--- src/rtl/mem_pkg.sv ---
// Shared defaults for the byte-maskable register-file bank and a helper
// that derives the number of byte lanes from the data width.
package mem_pkg;

  localparam int MEM_DW    = 16;
  localparam int MEM_DEPTH = 6;
  localparam int MEM_AW    = 3;

  // One byte-enable bit per 8-bit lane of the data word.
  function automatic int lane_count(input int dw);
    return dw / 8;
  endfunction

endpackage

--- src/rtl/mem_row.sv ---
// One storage row of the bank: DW bits, synchronous clear, and a write
// strobe qualified per byte lane by the be mask.
module mem_row
  import mem_pkg::*;
#(
  parameter int DW = MEM_DW
) (
  input  logic                      clk,
  input  logic                      rst,
  input  logic                      wr,
  input  logic [lane_count(DW)-1:0] be,
  input  logic [DW-1:0]             din,
  output logic [DW-1:0]             q
);

  localparam int NB = lane_count(DW);

  // Row storage: clear wins, otherwise only enabled lanes take new data.
  always_ff @(posedge clk) begin
    if (rst) begin
      q <= '0;
    end else if (wr) begin
      for (int i = 0; i < NB; i++) begin
        if (be[i]) q[8*i +: 8] <= din[8*i +: 8];
      end
    end
  end

endmodule

--- src/rtl/mem_bank.sv ---
// Small register-file bank: DEPTH rows of DW bits with byte-lane writes,
// one-cycle registered reads, and a one-cycle err pulse for any access
// beyond the last row (out-of-range reads return zero).
// Optional build macro MEM_BANK_CLR_EN adds a clr input that zeroes the
// rows without touching dout; rst outranks clr, clr outranks any access.
module mem_bank
  import mem_pkg::*;
#(
  parameter int DW    = MEM_DW,
  parameter int DEPTH = MEM_DEPTH,
  parameter int AW    = MEM_AW
) (
  input  logic                      clk,
  input  logic                      rst,
`ifdef MEM_BANK_CLR_EN
  input  logic                      clr,
`endif
  input  logic                      cs,
  input  logic                      we,
  input  logic [lane_count(DW)-1:0] be,
  input  logic [AW-1:0]             addr,
  input  logic [DW-1:0]             din,
  output logic [DW-1:0]             dout,
  output logic                      rvalid,
  output logic                      err
);

  logic            clr_i;
  logic            row_rst;
  logic            in_range;
  logic [DW-1:0]   rdata;
  logic [DW-1:0]   row_q [DEPTH];
  logic [DEPTH-1:0] wr;

`ifdef MEM_BANK_CLR_EN
  assign clr_i = clr;
`else
  assign clr_i = 1'b0;
`endif

  // Both rst and clr wipe the storage; only rst also clears the outputs.
  assign row_rst  = rst | clr_i;
  assign in_range = ({1'b0, addr} < (AW+1)'(DEPTH));

  // Address decode: an out-of-range address matches no row, so it writes nothing.
  for (genvar g = 0; g < DEPTH; g++) begin : g_row
    assign wr[g] = cs && we && !clr_i && (addr == AW'(g));

    mem_row #(.DW(DW)) u_row (
      .clk (clk),
      .rst (row_rst),
      .wr  (wr[g]),
      .be  (be),
      .din (din),
      .q   (row_q[g])
    );
  end

  // Read mux: zero unless the address selects an existing row.
  always_comb begin
    rdata = '0;
    for (int i = 0; i < DEPTH; i++) begin
      if (addr == AW'(i)) rdata = row_q[i];
    end
  end

  // Output registers: pulses default low each cycle; dout moves only on a read.
  always_ff @(posedge clk) begin
    if (rst) begin
      dout   <= '0;
      rvalid <= 1'b0;
      err    <= 1'b0;
    end else begin
      rvalid <= 1'b0;
      err    <= 1'b0;
      if (cs && !clr_i) begin
        err <= !in_range;
        if (!we) begin
          dout   <= in_range ? rdata : '0;
          rvalid <= 1'b1;
        end
      end
    end
  end

endmodule

--- config.mk ---
export PLATFORM = sky130hd
export DESIGN_NAME = mem_bank
export DESIGN_NICKNAME = d
export VERILOG_FILES = /design/src/rtl/mem_pkg.sv /design/src/rtl/mem_row.sv /design/src/rtl/mem_bank.sv
export SDC_FILE = /design/constraint.sdc
export NUM_CORES = 1
export LEC_CHECK = 0
export ABC_CLOCK_PERIOD_IN_PS = 1300
export CAP_MARGIN = 25
export CORE_AREA = 2 2 103 105
export CTS_BUF_LIST = sky130_fd_sc_hd__clkbuf_16
export DETAILED_ROUTE_END_ITERATION = 8
export DIE_AREA = 0 0 105 107
export PLACE_DENSITY_LB_ADDON = 0.08
export SLEW_MARGIN = 20
export SYNTH_ARGS = -nofsm -noshare
export SYNTH_HDL_FRONTEND = slang
export SYNTH_SLANG_ARGS = --single-unit
--- constraint.sdc ---
create_clock -name clk -period 1.3 [get_ports clk]
set_clock_uncertainty 0.05 [all_clocks]
set_input_delay 0.13 -clock clk [delete_from_list [all_inputs] [get_ports clk]]
set_output_delay 0.13 -clock clk [all_outputs]
set_load 0.05 [all_outputs]
==> results of run 1 <==
[area by class of cell]
class,instances,area [µm²],share of cell area
multi-input cells,450,2510,0.362
well taps,136,170,0.0245
clock buffers,17,425,0.0613
flip-flops and latches,114,2280,0.329
repair buffers,123,1380,0.199
inverters,28,105,0.0152
clock inverters,15,60.1,0.00866
[power by group]
group	internal [mW]	switching, mW	total (mW)
logic	0.456	0.582	1.04
registers	3.56	0.0476	3.60
clock network	2.32	1.50	3.82
total	6.33	2.13	8.46
[through the flow]
step	hold WS, ns	setup slack, ns	setup TNS [ns]	instance area, µm²
after global placement	0.412	-0.534	-48.00	6400
after floorplan	0.216	0.0290	0	5110
after CTS	0.115	0.0452	0	6910
after detailed placement	0.419	-0.596	-52.28	6400
after global routing	0.140	-0.0131	-0.0169	6940
final	0.132	0.0433	0	6940
[Yosys cell counts]
cell and count:
nor2b_1 3, buf_6 2, nand4_2 2, nand4b_4 2, a221oi_1 7, or2_1 1, buf_1 7, buf_8 1
clkbuf_1 29, o221ai_1 5, o22ai_1 11, a21oi_1 112, nor2_1 36, inv_1 28, nor4_2 1, dfxtp_1 114
a221oi_2 4, nand3b_1 1, nand2_1 96, mux2i_1 32, buf_4 3, and4b_1 1, o21ai_0 26, nor3_1 4
nor3_2 7, nand2b_1 2, o21ai_1 81, nor2_2 12, buf_2 11, nor4_1 4
[cell usage in the layout (no fill, tap or decap), types with 7 or more instances in the layout]
cell and n:
a21oi_1 111, a221oi_2 7, buf_12 31, buf_4 65, clkbuf_16 17, clkdlybuf4s50_1 19, clkinv_1 9, dfxtp_1 114
inv_1 31, mux2i_1 32, nand2_1 96, nor2_1 36, nor2_2 11, nor3_2 7, o21ai_0 25, o21ai_1 82
o22ai_1 11
[repair_timing]
action,4_1_cts,5_1_grt
gates resized for setup,9,7
hold endpoints to repair,0,0
endpoints found under the setup margin,76,24
[final timing paths]
| kind | from | endpoint | slack (ns) |
|---|---|---|---|
| worst min register to register | g_row[3].u_row.q[6] | g_row[3].u_row.q[6] | 0.43 |
| worst max register to register | g_row[0].u_row.q[2] | dout[2] | 0.18 |
| worst min-delay path | rst | g_row[2].u_row.q[8] | 0.13 |
| worst max-delay path | we | dout[4] | 0.04 |
[kinds of logic (layout without fill, tap and decap cells)]
kind of cell,Yosys count,in the layout,share of synthesized area
AO/OA/AOI/OAI,246,246,0.260
buffers and inverters,81,183,0.0695
flip-flops,114,114,0.446
multiplexers,32,32,0.0626
AND/OR/NAND/NOR,172,172,0.161
[state kept, by name, summed over array words and instances, names as in the netlist]
signal and count:
dout 16, g_row.u_row.q 96, rvalid 1, err 1
[worst max-delay path: stages]
cell and delay (ns):
clkdlybuf4s50_1 0.41, buf_6 0.15, nor2b_2 0.21, buf_12 0.15, o221ai_1 0.09, nor2_1 0.25
nor4_1 0.09
[metal layers]
metal  GRT usage  vias up  routed length (µm)
met4       0.110        0                 308
met2       0.516      144                7890
met1       0.306     2350                6010
li1            -     2423                   -
met5           0        -                   0
met3      0.0626       25                 722
==> impl_metrics.toml, run 1 <==
[status]
status = "complete, no violations"

[floorplan]
start_util = 0.507
die_y_um = 107
pin_count = 43
die_area_um2 = 11200
die_x_um = 105
coreArea_um2 = 10100
num_rows = 37

[yosys]
synth_top_cell_by_area = "dfxtp_1"
yosysUniqueCellTypes = 30
synth-seq-cells = 114
yosys_warnings = 0
yosys.area.top_type_share = 0.446
ys_seq_area_frac = 0.446
syn_area_per_cell_um2 = 7.93
syn-num-nets = 670
syn_inst = 645
synth_area_leaders = "dfxtp_1, a21oi_1, o21ai_1, nand2_1, mux2i_1"
syn_area_um2 = 5110

[timing]
slew_headroom = 0.674
rsz0062_at_grt = "true"
fin_crit_sh = 0.967
period_needed_ns = 1.26
finalHoldViolations = 0
drv_slew = 0
fmax_mhz = 796
worst_pin_slew_ns = 0.489
setup_viol = 0

[global_routing]
grt_overflow = 0
grt_pass1_vias = 4831
antenna_found_initial = 0
grt_max_degree = 36
grt_util_all_layers = 0.278
grt_first_pass_wirelength_mm = 24.2

[place]
routabilityCongestion = 0.878
post-place-cells = 851
port_buffers = 42
hpwl_mm = 10.4

[min_path]
hold_class = "in2reg"
min_path_cells = 2

[setup_path]
worstSetupStartpointType = "input port"
required_ns = 1.53
critPathCaptureType = "flip-flop"
worstSetupPathType = "in2reg"
crit_fanout = 6
cp.arrival_ns = 1.48
reg2reg_depth = 4

[power]
fin_total_pwr_mw = 8.46
vdd_drop_max_mv = 0.848
power.density_nw_per_um2 = 1220
p_leak_nw = 2.51

[clocking]
path_clk_slew_ns = 0.05
cts_buffers = 17
cts_tree = "done"
clock_latency_ns = 0.41
post_cts_buffers = 0
ctsLongestPathBuffers = 2
cts-hold-fix-buffers = 0
cts_root_buf = "clkbuf_16"
clock-sinks = 114
htree_levels = 4

[routing]
wirelength_mm = 14.9
routedWlPerCell_um = 16.9
ant_nets = 0
drc = 0
dr.pass1.iters = 7
drt_iter0_drc = 237
via_per_inst = 5.60
via_count = 4942

[final_layout]
fillers = 863
syn_to_final_growth_pct = 35.6
final_cells = 883
diodes = 0
fin_nets = 759
final_core_util = 0.687
final_layout_size_suffix_gt1_frac = 0.210

[run]
max_cap_viol_count = 0
Note: power is estimated with default switching activity, not from simulation.
==> run 2: changes to the inputs <==
--- a/config.mk
+++ b/config.mk
@@ -5,12 +5,14 @@
 export SDC_FILE = /design/constraint.sdc
 export NUM_CORES = 1
 export LEC_CHECK = 0
+export ABC_AREA = 0
 export ABC_CLOCK_PERIOD_IN_PS = 1300
 export CAP_MARGIN = 25
-export CORE_AREA = 2 2 103 105
+export CORE_AREA = 2 2 117 119
 export CTS_BUF_LIST = sky130_fd_sc_hd__clkbuf_16
 export DETAILED_ROUTE_END_ITERATION = 8
-export DIE_AREA = 0 0 105 107
+export DIE_AREA = 0 0 119 121
+export HOLD_SLACK_MARGIN = 0.12
 export PLACE_DENSITY_LB_ADDON = 0.08
 export SLEW_MARGIN = 20
 export SYNTH_ARGS = -nofsm -noshare
==> impl_metrics.toml, run 2 (same netlist as run 1, synthesis figures left out) <==
[timing]
fmax_mhz = 831
slew_headroom = 0.620
finalHoldViolations = 0
fin_crit_sh = 0.926
setup_viol = 0
tns_ns = 0
period_needed_ns = 1.20
drv_slew = 0
worst_pin_slew_ns = 0.569
rsz0062_at_grt = "false"
fin_ws_ns = 0.0966

[setup_path]
worst_path_largest_cell_delay_ns = 0.43
worstSetupStartpointType = "flip-flop"
cp.arrival_ns = 1.02
crit_family = "flip-flops"
slowest_stage = "dfxtp_1"
crit_start = "dout[7]"
cp_cell_sequence = "buf_12"
worstSetupPathType = "reg2out"
r2r-start = "g_row[0].u_row.q[5]"
worst-path-buf-inv = 1
crit_fanout = 2
required_ns = 1.12
critPathCaptureType = "output pin"

[final_layout]
design_area_um2 = 7110
top_regs = "g_row.u_row.q (96), dout (16)"
multi_input_area_um2 = 2520
final_common_cell = "dfxtp_1"
regArea_um2 = 2280
largest_reg_flops = 96
final_cells = 925
fin_nets = 763
top_register = "g_row.u_row.q"
final_layout_size_suffix_gt1_frac = 0.219
final_cell_mix = "dfxtp_1, a21oi_1, nand2_1"
syn_to_final_growth_pct = 39.1
fillers = 1178
diodes = 0

[clocking]
cts_buffers = 17
cts_root_buf = "clkbuf_16"
cts_tree = "done"
htree_levels = 4
clock_latency_ns = 0.42
clock-sinks = 114
ctsLongestPathBuffers = 2
path_clk_slew_ns = 0.05

[status]
status = "complete, no violations"

[global_routing]
grt_max_degree = 32
grtUsageMet2 = 0.410
grt_util_all_layers = 0.230
grt_overflow = 0
top_usage_layer = "met2"
gr-usage-met3 = 0.0602
grt_pass1_vias = 4930
antenna_found_initial = 0
use_met1 = 0.257
grt_first_pass_wirelength_mm = 25.4

[routing]
dr.pass1.iters = 5
via_per_inst = 5.35
ant_nets = 0
via_count = 4952
routedWlPerCell_um = 17.0
drc = 0
wirelength_mm = 15.7
drt_iter0_drc = 377

[min_path]
hold_class = "in2reg"
min_from = "cs"

[floorplan]
num_rows = 42
die_area_um2 = 14400
pin_count = 43
coreArea_um2 = 13100
die_x_um = 119
die_y_um = 121
start_util = 0.391

[place]
dp_slack_ns = -0.704
placed_area_um2 = 6490
hpwl_mm = 10.9
post-place-cells = 891
port_buffers = 42
routabilityCongestion = 0.844

[power]
p_leak_nw = 2.57
power.density_nw_per_um2 = 1230
vdd_drop_max_mv = 0.834

[run]
max_cap_viol_count = 0
run 2: changes by cell type in the layout (fill, tap and decap cells not counted), sizes merged:
| cell | previous run | this run |
|---|---|---|
| clkdlybuf4s50 | 19 | 18 |
| buf | 101 | 104 |
| dlygate4sd3 | 0 | 1 |
| clkinv | 12 | 10 |
| bufinv | 0 | 1 |
| dlygate4sd2 | 3 | 2 |
| inv | 31 | 30 |
| dlymetal6s2s | 0 | 2 |
run 2: layer usage:
layer	vias to the layer above	routed length [µm]
met5	-	0
met4	0	362
met3	35	747
met2	123	8080
met1	2368	6490
li1	2426	-
run 2: per-stage QoR:
step / util / total power, mW / hold WS, ns
after floorplan: - / 4.15 / 0.216
after global placement: 0.495 / 4.71 / 0.410
after detailed placement: 0.496 / 4.72 / 0.418
after CTS: 0.539 / 8.81 / 0.209
after global routing: 0.544 / 9.02 / 0.130
final: 0.544 / 8.75 / 0.118
run 2: area by class of cell:
| cell class | instances | area share |
|---|---|---|
| repair buffers | 127 | 0.207 |
| inverters | 28 | 0.0148 |
| well taps | 176 | 0.0310 |
| flip-flops and latches | 114 | 0.321 |
| clock buffers | 17 | 0.0598 |
| multi-input cells | 450 | 0.355 |
| clock inverters | 13 | 0.0113 |
run 2: path summary, 6_finish.rpt:
kind | to | slack (ns) | cells after the start
max | dout[7] | 0.1 | 1
max reg2reg | dout[5] | 0.14 | 5
min reg2reg | g_row[0].u_row.q[7] | 0.42 | 2
min | err | 0.12 | 3
run 2: repair_timing:
action / in CTS / in global routing
endpoints found under the hold margin: 13 / 0
gates cloned: 1 / 0
pin swaps: 2 / 1
setup buffers: 1 / 1
hold buffers: 1 / 0
setup endpoints to repair: 88 / 47
resized for setup: 15 / 12
run 2: power breakdown:
part	switching, mW	internal, mW	total (mW)
combinational	0.598	0.482	1.08
sequential	0.0461	3.55	3.60
clock	1.55	2.52	4.07
total	2.20	6.56	8.75
==> run 3: changes to the inputs <==
--- a/config.mk
+++ b/config.mk
@@ -10,6 +10,7 @@
 export CAP_MARGIN = 25
 export CORE_AREA = 2 2 117 119
 export CTS_BUF_LIST = sky130_fd_sc_hd__clkbuf_16
+export CTS_CLUSTER_SIZE = 40
 export DETAILED_ROUTE_END_ITERATION = 8
 export DIE_AREA = 0 0 119 121
 export HOLD_SLACK_MARGIN = 0.12
==> constraint.sdc (replaced) <==
create_clock -name clk -period 1.3 [get_ports clk]
set_clock_uncertainty 0.05 [all_clocks]
set_input_delay 0.13 -clock clk [delete_from_list [all_inputs] [get_ports clk]]
set_output_delay 0.13 -clock clk [all_outputs]
set_load 0.02 [all_outputs]
==> impl_metrics.toml, run 3 (same netlist as run 1, synthesis figures left out) <==
[final_layout]
syn_to_final_growth_pct = 35.6
largest_reg_flops = 96
diodes = 0
final_layout_size_suffix_gt1_frac = 0.211
top_register = "g_row.u_row.q"
final_core_util = 0.530
final_common_cell = "dfxtp_1"
final_cell_mix = "dfxtp_1, a21oi_1, nand2_1"
final_cells = 931
design_area_um2 = 6930
fillers = 1265
top_regs = "g_row.u_row.q (96), dout (16)"
fin_nets = 768

[routing]
via_per_inst = 5.38
drt_iter0_drc = 463
via_count = 5005
dr.pass1.iters = 5
ant_nets = 0
routedWlPerCell_um = 17.0
drc = 0
wirelength_mm = 15.8

[run]
max_cap_viol_count = 0

[clocking]
path_clk_slew_ns = 0.05
cts_buffers = 17
clock-sinks = 114
htree_levels = 4
ctsLongestPathBuffers = 2
clock_latency_ns = 0.41
cts_root_buf = "clkbuf_16"
cts_tree = "done"

[floorplan]
num_rows = 42
pin_count = 43
start_util = 0.391
die_x_um = 119
die_area_um2 = 14400
coreArea_um2 = 13100
die_y_um = 121

[timing]
period_needed_ns = 1.27
rsz0062_at_grt = "false"
worst_pin_slew_ns = 0.479
setup_viol = 0
fin_crit_sh = 0.976
fmax_mhz = 788
slew_headroom = 0.681
finalHoldViolations = 0
drv_slew = 0

[min_path]
min_from = "cs"
hold_class = "in2reg"

[setup_path]
cp_cell_sequence = "clkdlybuf4s15_2"
r2r-start = "g_row[1].u_row.q[5]"
worst_path_largest_cell_delay_ns = 0.39
critPathCaptureType = "output pin"
worstSetupPathType = "reg2out"
required_ns = 1.12
worstSetupStartpointType = "flip-flop"
crit_start = "dout[5]"
crit_family = "flip-flops"
cp.arrival_ns = 1.09
crit_fanout = 2
worst-path-buf-inv = 1
slowest_stage = "dfxtp_1"

[place]
routabilityCongestion = 0.800
port_buffers = 42
hpwl_mm = 11.1
placed_area_um2 = 6350
post-place-cells = 898

[power]
vdd_drop_max_mv = 0.909
p_leak_nw = 2.54
power.density_nw_per_um2 = 1260
fin_total_pwr_mw = 8.73

[global_routing]
grt_util_all_layers = 0.233
grt_max_degree = 33
grt_pass1_vias = 4986
grt_overflow = 0
antenna_found_initial = 0
grt_first_pass_wirelength_mm = 25.6

[status]
status = "complete, no violations"
run 3: changes by cell type in the layout (fill, tap and decap cells not counted), sizes merged:
cell,before,now
clkinv,10,9
clkbuf,17,23
inv,30,31
dlygate4sd3,1,0
buf,104,93
clkdlybuf4s15,0,6
dlygate4sd2,2,7
bufinv,1,2
run 3: final timing paths:
check	slack, ns	endpoint	cells past startpoint
max	0.03	dout[5]	1
min	0.11	err	3
max reg2reg	0.16	dout[5]	5
min reg2reg	0.42	g_row[5].u_row.q[7]	2
run 3: routing by layer:
layer / wire length (µm) / track usage / up-vias
li1: - / - / 2450
met1: 6410 / 0.259 / 2384
met2: 8290 / 0.423 / 137
met3: 748 / 0.0545 / 34
met4: 391 / 0.100 / 0
met5: 0 / 0 / -
run 3: layout make-up:
cell class / count / area, µm² / share of cell area
Multi-Input combinational cell: 450 / 2540 / 0.366
Timing Repair Buffer: 132 / 1260 / 0.181
Tap cell: 176 / 220 / 0.0318
Clock inverter: 14 / 106 / 0.0153
Sequential cell: 114 / 2280 / 0.329
Clock buffer: 17 / 425 / 0.0614
Inverter: 28 / 105 / 0.0152
run 3: repair_timing:
item	CTS	global route
pin swaps	1	3
hold buffers	0	0
hold endpoints to repair	0	0
gates cloned	0	0
gates resized for setup	35	28
setup endpoints to repair	82	92
setup buffers	2	0
run 3: per-stage QoR:
step | setup WS, ns | hold WS, ns | TNS, ns
final | 0.0310 | 0.112 | 0
after global routing | 0.000344 | 0.129 | 0
after detailed placement | -0.658 | 0.419 | -52.34
after global placement | -0.587 | 0.414 | -48.70
after CTS | -0.0119 | 0.126 | -0.0241
after floorplan | 0.0290 | 0.216 | 0
run 3: report_power, final:
part	total, mW	leakage (nW)	internal [mW]	switching (mW)
combinational	0.929	1.35	0.396	0.533
sequential	3.59	0.922	3.55	0.0324
clock	4.22	0.270	2.72	1.50
total	8.73	2.54	6.67	2.07
run 3: worst min-delay path: stages:
cell,delay [ns]
dlymetal6s2s_1,0.10
buf_6,0.14
and4b_1,0.18
